--- src/rtl/viterbi_frame_ctrl_if.sv ---
// Symbol-in / word-out handshake bundle for viterbi_frame_ctrl.
// The master side drives symbols and accepts words; the slave side is the controller.
interface viterbi_frame_ctrl_if #(
  parameter int FRAME_LEN = 16
);
  logic                 in_valid;
  logic                 in_ready;
  logic [1:0]           in_sym;
  logic                 out_valid;
  logic                 out_ready;
  logic [FRAME_LEN-1:0] out_data;

  modport master (
    output in_valid, in_sym, out_ready,
    input  in_ready, out_valid, out_data
  );

  modport slave (
    input  in_valid, in_sym, out_ready,
    output in_ready, out_valid, out_data
  );
endinterface

--- src/rtl/viterbi_frame_ctrl.sv ---
// Frame sequencer in front of viterbi_decoder: reset it, feed a frame, flush, hand off the word.
// Optional build macro VITERBI_FRAME_CTRL_STATS_EN adds frame and underrun counters.
//
// state | meaning
// IDLE  | waiting for in_valid to open a frame
// RST   | one-cycle decoder reset
// FEED  | FRAME_LEN symbol slots, missing symbols replaced by zeros
// FLUSH | DEC_LAT zero tail symbols while the last bits drain
// DONE  | word presented until out_ready
module viterbi_frame_ctrl #(
  parameter int FRAME_LEN = 16,
  parameter int DEC_LAT   = 4
) (
  input  logic                clk_i,
  input  logic                reset_i,
  viterbi_frame_ctrl_if.slave bus,
  output logic                dec_reset_o,
  output logic [1:0]          dec_cx_o,
  input  logic                dec_d_i,
  output logic                busy_o,
  output logic                underrun_o
`ifdef VITERBI_FRAME_CTRL_STATS_EN
  ,
  output logic [15:0]         frame_cnt_o,
  output logic [15:0]         underrun_cnt_o
`endif
);

  localparam int SW = $clog2(FRAME_LEN + 1);
  localparam int LW = $clog2(DEC_LAT + 1);

  typedef enum logic [2:0] {IDLE, RST, FEED, FLUSH, DONE} state_e;

  state_e               state_q, state_d;
  logic [SW-1:0]        sym_cnt_q, sym_cnt_d;
  logic [SW-1:0]        bit_cnt_q, bit_cnt_d;
  logic [LW-1:0]        lat_cnt_q, lat_cnt_d;
  logic [DEC_LAT-1:0]   tag_q, tag_d;
  logic                 tag_in;
  logic [FRAME_LEN-1:0] out_data_q, out_data_d;
  logic [1:0]           dec_cx_q, dec_cx_d;
  logic                 underrun_q, underrun_d;

  always_comb begin
    state_d    = state_q;
    sym_cnt_d  = sym_cnt_q;
    lat_cnt_d  = lat_cnt_q;
    dec_cx_d   = 2'b00;
    underrun_d = underrun_q;
    tag_in     = 1'b0;
    case (state_q)
      IDLE: begin
        if (bus.in_valid) begin
          state_d    = RST;
          underrun_d = 1'b0;
        end
      end
      RST: begin
        sym_cnt_d = '0;
        state_d   = FEED;
      end
      FEED: begin
        tag_in = 1'b1;
        // A missing symbol still uses its slot so the decoder timing never stretches.
        if (bus.in_valid) dec_cx_d = bus.in_sym;
        else underrun_d = 1'b1;
        if (sym_cnt_q == SW'(FRAME_LEN - 1)) begin
          sym_cnt_d = '0;
          lat_cnt_d = LW'(DEC_LAT - 1);
          state_d   = FLUSH;
        end else begin
          sym_cnt_d = sym_cnt_q + 1'b1;
        end
      end
      FLUSH: begin
        if (lat_cnt_q == '0) state_d = DONE;
        else lat_cnt_d = lat_cnt_q - 1'b1;
      end
      DONE: begin
        if (bus.out_ready) state_d = IDLE;
      end
      default: state_d = IDLE;
    endcase
  end

  // Tag marks which decoder output cycles carry a frame bit.
  if (DEC_LAT == 1) begin : g_tag_1
    assign tag_d = tag_in;
  end else begin : g_tag_n
    assign tag_d = {tag_q[DEC_LAT-2:0], tag_in};
  end

  always_comb begin
    bit_cnt_d  = bit_cnt_q;
    out_data_d = out_data_q;
    if (state_q == RST) begin
      bit_cnt_d  = '0;
      out_data_d = '0;
    end else if (tag_q[DEC_LAT-1]) begin
      for (int k = 0; k < FRAME_LEN; k++) begin
        if (bit_cnt_q == SW'(k)) out_data_d[k] = dec_d_i;
      end
      bit_cnt_d = bit_cnt_q + 1'b1;
    end
  end

  always_ff @(posedge clk_i) begin
    if (reset_i) begin
      state_q    <= IDLE;
      sym_cnt_q  <= '0;
      bit_cnt_q  <= '0;
      lat_cnt_q  <= '0;
      tag_q      <= '0;
      out_data_q <= '0;
      dec_cx_q   <= 2'b00;
      underrun_q <= 1'b0;
    end else begin
      state_q    <= state_d;
      sym_cnt_q  <= sym_cnt_d;
      bit_cnt_q  <= bit_cnt_d;
      lat_cnt_q  <= lat_cnt_d;
      tag_q      <= tag_d;
      out_data_q <= out_data_d;
      dec_cx_q   <= dec_cx_d;
      underrun_q <= underrun_d;
    end
  end

  assign bus.in_ready  = (state_q == FEED);
  assign bus.out_valid = (state_q == DONE);
  assign bus.out_data  = out_data_q;
  assign dec_reset_o   = reset_i || (state_q == RST);
  assign dec_cx_o      = dec_cx_q;
  assign busy_o        = (state_q != IDLE);
  assign underrun_o    = underrun_q;

`ifdef VITERBI_FRAME_CTRL_STATS_EN
  logic [15:0] frame_cnt_q;
  logic [15:0] underrun_cnt_q;

  always_ff @(posedge clk_i) begin
    if (reset_i) begin
      frame_cnt_q    <= '0;
      underrun_cnt_q <= '0;
    end else begin
      if (bus.out_valid && bus.out_ready) frame_cnt_q <= frame_cnt_q + 16'd1;
      if ((state_q == FEED) && !bus.in_valid && (underrun_cnt_q != 16'hFFFF))
        underrun_cnt_q <= underrun_cnt_q + 16'd1;
    end
  end

  assign frame_cnt_o    = frame_cnt_q;
  assign underrun_cnt_o = underrun_cnt_q;
`endif

endmodule
--- src/flat_wrapper.sv ---
// flat-port wrapper written by rule: the top's interface ports become plain ports
module viterbi_frame_ctrl_flat 
#(
  parameter int FRAME_LEN = 16,
  parameter int DEC_LAT   = 4
)
  (clk_i, reset_i, dec_reset_o, dec_cx_o, dec_d_i, busy_o, underrun_o, bus_in_valid, bus_in_sym, bus_out_ready, bus_in_ready, bus_out_valid, bus_out_data);
  viterbi_frame_ctrl_if #(.FRAME_LEN(FRAME_LEN)) bus_i ();
  input  logic clk_i;
  input  logic reset_i;
  output logic dec_reset_o;
  output logic [1:0] dec_cx_o;
  input  logic dec_d_i;
  output logic busy_o;
  output logic underrun_o;
  input wire logic [$bits(bus_i.in_valid)-1:0] bus_in_valid;
  input wire logic [$bits(bus_i.in_sym)-1:0] bus_in_sym;
  input wire logic [$bits(bus_i.out_ready)-1:0] bus_out_ready;
  output wire logic [$bits(bus_i.in_ready)-1:0] bus_in_ready;
  output wire logic [$bits(bus_i.out_valid)-1:0] bus_out_valid;
  output wire logic [$bits(bus_i.out_data)-1:0] bus_out_data;
  assign bus_i.in_valid = bus_in_valid;
  assign bus_i.in_sym = bus_in_sym;
  assign bus_i.out_ready = bus_out_ready;
  assign bus_in_ready = bus_i.in_ready;
  assign bus_out_valid = bus_i.out_valid;
  assign bus_out_data = bus_i.out_data;
  viterbi_frame_ctrl #(.FRAME_LEN(FRAME_LEN), .DEC_LAT(DEC_LAT)) u_core (.clk_i(clk_i), .reset_i(reset_i), .bus(bus_i), .dec_reset_o(dec_reset_o), .dec_cx_o(dec_cx_o), .dec_d_i(dec_d_i), .busy_o(busy_o), .underrun_o(underrun_o));
endmodule
--- config.mk ---
export PLATFORM = sky130hd
export DESIGN_NAME = viterbi_frame_ctrl_flat
export DESIGN_NICKNAME = d
export VERILOG_FILES = /design/src/rtl/viterbi_frame_ctrl_if.sv /design/src/rtl/viterbi_frame_ctrl.sv /design/src/flat_wrapper.sv
export SDC_FILE = /design/constraint.sdc
export NUM_CORES = 1
export LEC_CHECK = 0
export BUFFER_PORTS_ARGS = -buffer_cell sky130_fd_sc_hd__buf_2
export CAP_MARGIN = 30
export CORE_UTILIZATION = 30
export DETAILED_ROUTE_END_ITERATION = 8
export SYNTH_ARGS = -nofsm -noshare
export SYNTH_HDL_FRONTEND = slang
export SYNTH_SLANG_ARGS = --single-unit
--- constraint.sdc ---
create_clock -name clk_i -period 3.4 [get_ports clk_i]
set_input_delay 0.34 -clock clk_i [delete_from_list [all_inputs] [get_ports clk_i]]
set_output_delay 0.34 -clock clk_i [all_outputs]
set_load 0.03 [all_outputs]
==> flow_metrics.env <==
export IMPL_start_kind="flip-flop"
export IMPL_wl_per_cell_um=12.3
export IMPL_gp_congestion=0.777
export IMPL_hold_violations=0
export IMPL_avgViaCountPerCell=4.92
export IMPL_finalSetupTns_ns=0
export IMPL_cts_buffers=5
export IMPL_port_buffers=29
export IMPL_path_clk_slew_ns=0.07
export IMPL_grt_util_all_layers_pct=12.4
export IMPL_status="finished, final reports clean"
export IMPL_synth_compound_area_share_pct=17.3
export IMPL_max_freq_mhz=527
export IMPL_fp_row_count=27
export IMPL_wl_met1_mm=1.88
export IMPL_rsz0062_at_grt="no"
export IMPL_synth_mux_area_share_pct=1.11
export IMPL_io_pins=30
export IMPL_fp_coreArea_um2=5640
export IMPL_n_antenna_cell=0
export IMPL_wl_mm=3.67
export IMPL_worstPathArrival_ns=1.56
export IMPL_wl_met3_um=186
export IMPL_initial_core_util_pct=31.8
export IMPL_clock_sinks=39
export IMPL_maxCapViolations=0
export IMPL_synth_edf_count=0
export IMPL_syn_area_um2=1800
export IMPL_synth_top_family_by_area="simple AND/OR/NAND/NOR gates"
export IMPL_hpwlAfterDp_mm=2.55
export IMPL_cts_htree_levels=2
export IMPL_fillers=578
export IMPL_worstPathMaxFanout=11
export IMPL_grt_ovfl_total=0
export IMPL_cp_required_ns=3.06
export IMPL_max_slew_margin_pct=66.0
export IMPL_worst_slew_pin_transition_ns=0.509
export IMPL_finalSetupViolCount=0
export IMPL_syn_nets=217
export IMPL_cts_root_buf="clkbuf_8"
export IMPL_hold_path_class="in -> reg"
export IMPL_leakage_nw=0.824
export IMPL_grt_pass1_vias=1266
export IMPL_yosysTopAreaCellShare_pct=43.5
export IMPL_multi_input_area_um2=915
export IMPL_seqCellArea_um2=781
export IMPL_place_area_um2=1970
export IMPL_hold_path_startpoint="bus_in_sym[1]"
export IMPL_grt_pass1_wl_mm=6.00
export IMPL_dr_max_layer_used="met4"
export IMPL_holdWs_ns=0.298
export IMPL_cts_tree="built"
export IMPL_finalMaxSlewViolations=0
export IMPL_postCtsHoldBufs=0
export IMPL_endpoint_kind="output port"
export IMPL_fin_crit_sh_pct=55.8
export IMPL_synth_cell_types=39
export IMPL_cts_setup_buffers=0
export IMPL_finClkSkew_ns=0.00333
export IMPL_ctsResizeCount=0
export IMPL_synth_area_leaders="dfxtp_1 (43%), a21oi_1 (5.8%), ha_1 (5.6%)"
export IMPL_yosys_warnings=0
export IMPL_final_antenna_net_count=0
export IMPL_synth_seq_area_share_pct=43.5
export IMPL_synth_fa_ha_area_share_pct=5.57
export IMPL_vias=1471
export IMPL_die_width_um=79.4
export IMPL_synth_avg_cell_area_um2=8.89
export IMPL_critPathKind="reg -> out"
export IMPL_ys_async_sr_fraction_pct=0
export IMPL_drive_gt1_share_pct=18.1
export IMPL_clock_path_buffers=2
export IMPL_antenna_found_initial=0
export IMPL_wl_met2_mm=1.54
export IMPL_ys_seq_elements=39
export IMPL_synth_simple_area_share_pct=24.5
export IMPL_crit_reg2reg_launch="u_core.state_q[1]"
export IMPL_grt_max_degree=23
export IMPL_peakVddDrop_v=0.000208
export IMPL_synthXorXnorAreaFrac_pct=2.44
export IMPL_yosysTopAreaCell="dfxtp_1"
export IMPL_dieArea_um2=6300
export IMPL_syn_inst=202
export IMPL_power_density_nw_per_um2=444
export IMPL_insertion_delay_ns=0.29
export IMPL_route_detailed_drc=0
export IMPL_drt_initial_drc_count=85
export IMPL_layout_nets=241
export IMPL_period_needed_ns=1.90
export IMPL_crit_path_start="u_core.state_q[1]"
export IMPL_synth_main_ff_cell="dfxtp_1"
export IMPL_area_growth_pct=16.1
export IMPL_first_pass_iters=4
export IMPL_die_height_um=79.4
export IMPL_fin_area_um2=2090
## area by class of cell
class / count / area share, %
Clock buffer: 6 / 3.96
Tap cell: 72 / 4.32
Timing Repair Buffer: 30 / 7.32
Sequential cell: 39 / 37.4
Inverter: 8 / 1.44
Multi-Input combinational cell: 142 / 43.9
Clock inverter: 2 / 1.68
## cell usage after synthesis (2+ instances only)
library cell  count
nor2b_1           8
ha_1              8
nand4_1           7
mux2i_1           2
buf_2             6
and3_1            3
a311oi_1          4
or3_1             2
xor2_1            3
o21ai_0          19
inv_1             8
nor2_1           10
a31oi_1           2
clkbuf_1          4
nand2b_1          6
a21oi_1          21
dfxtp_1          39
and3b_1           4
nand3b_1          5
xnor2_1           2
buf_4             2
a221oi_1          2
nand3_1          13
nand2_1           7
## worst max-delay path: stages, from the launching register on
cell and delay, ns:
dfxtp_1 0.54, nor3b_4 0.45, buf_2 0.27
## cells in the final DEF, fill, tap and decap left out, types with 2 or more instances in the layout
master    count
a311oi_1      4
buf_2        29
nand4_1       7
mux2i_1       2
or3_1         2
nand3_1      13
xor2_1        3
o21ai_0      19
dfxtp_1      39
ha_1          8
nand3b_1      5
inv_1         8
nor2_1       10
xnor2_1       2
nand2b_1      6
nor2b_1       8
a21oi_1      21
nand2_1       7
a221oi_1      2
and3b_1       4
a31oi_1       2
clkbuf_8      6
and3_1        3
## final timing paths
path / end / slack (ns) / cells after the start
max: bus_in_ready / 1.50 / 2
min reg2reg: u_core.tag_q[3] / 0.44 / 1
min: u_core.dec_cx_o[1] / 0.30 / 2
max reg2reg: u_core.lat_cnt_q[2] / 1.87 / 3
## sequential cells by signal (all words and copies together), names as in the netlist
| name | cells |
|---|---|
| u_core.bus.out_data | 16 |
| u_core.bit_cnt_q | 5 |
| u_core.sym_cnt_q | 5 |
| u_core.tag_q | 4 |
| u_core.lat_cnt_q | 3 |
| u_core.state_q | 3 |
| u_core.dec_cx_o | 2 |
| u_core.underrun_o | 1 |
## cell families (layout without fill, tap and decap cells)
| family | Yosys count | count (layout) |
|---|---|---|
| xor gates and xnor gates | 5 | 5 |
| AOI/OAI and AO/OA | 54 | 54 |
| buffers and inverters | 21 | 46 |
| DFF | 39 | 39 |
| and+or+nand+nor | 73 | 73 |
| muxes | 2 | 2 |
| adders and majority gates | 8 | 8 |
## per-stage QoR
step                      std cells  setup WS (ns)  power (mW)  util [%]
final                           299           1.50       0.926      37.0
after global routing            299           1.38       0.964      37.0
after CTS                       299           1.47       0.937      37.0
after detailed placement        291           1.81       0.538      34.9
after global placement          291           1.82       0.538      34.9
after floorplan                 202           2.01       0.526         -
## power breakdown
group / internal [mW] / switching (mW) / leakage, nW
combinational: 0.0199 / 0.0367 / 0.448
sequential: 0.462 / 0.00894 / 0.315
clock: 0.237 / 0.161 / 0.0612
total: 0.719 / 0.207 / 0.824
## routing by layer
metal | vias up | track usage (%)
met5 | - | 0
li1 | 769 | -
met3 | 9 | 3.89
met1 | 657 | 16.7
met4 | 0 | 4.91
met2 | 36 | 18.3
No activity file was read; power rests on OpenSTA's default activity.
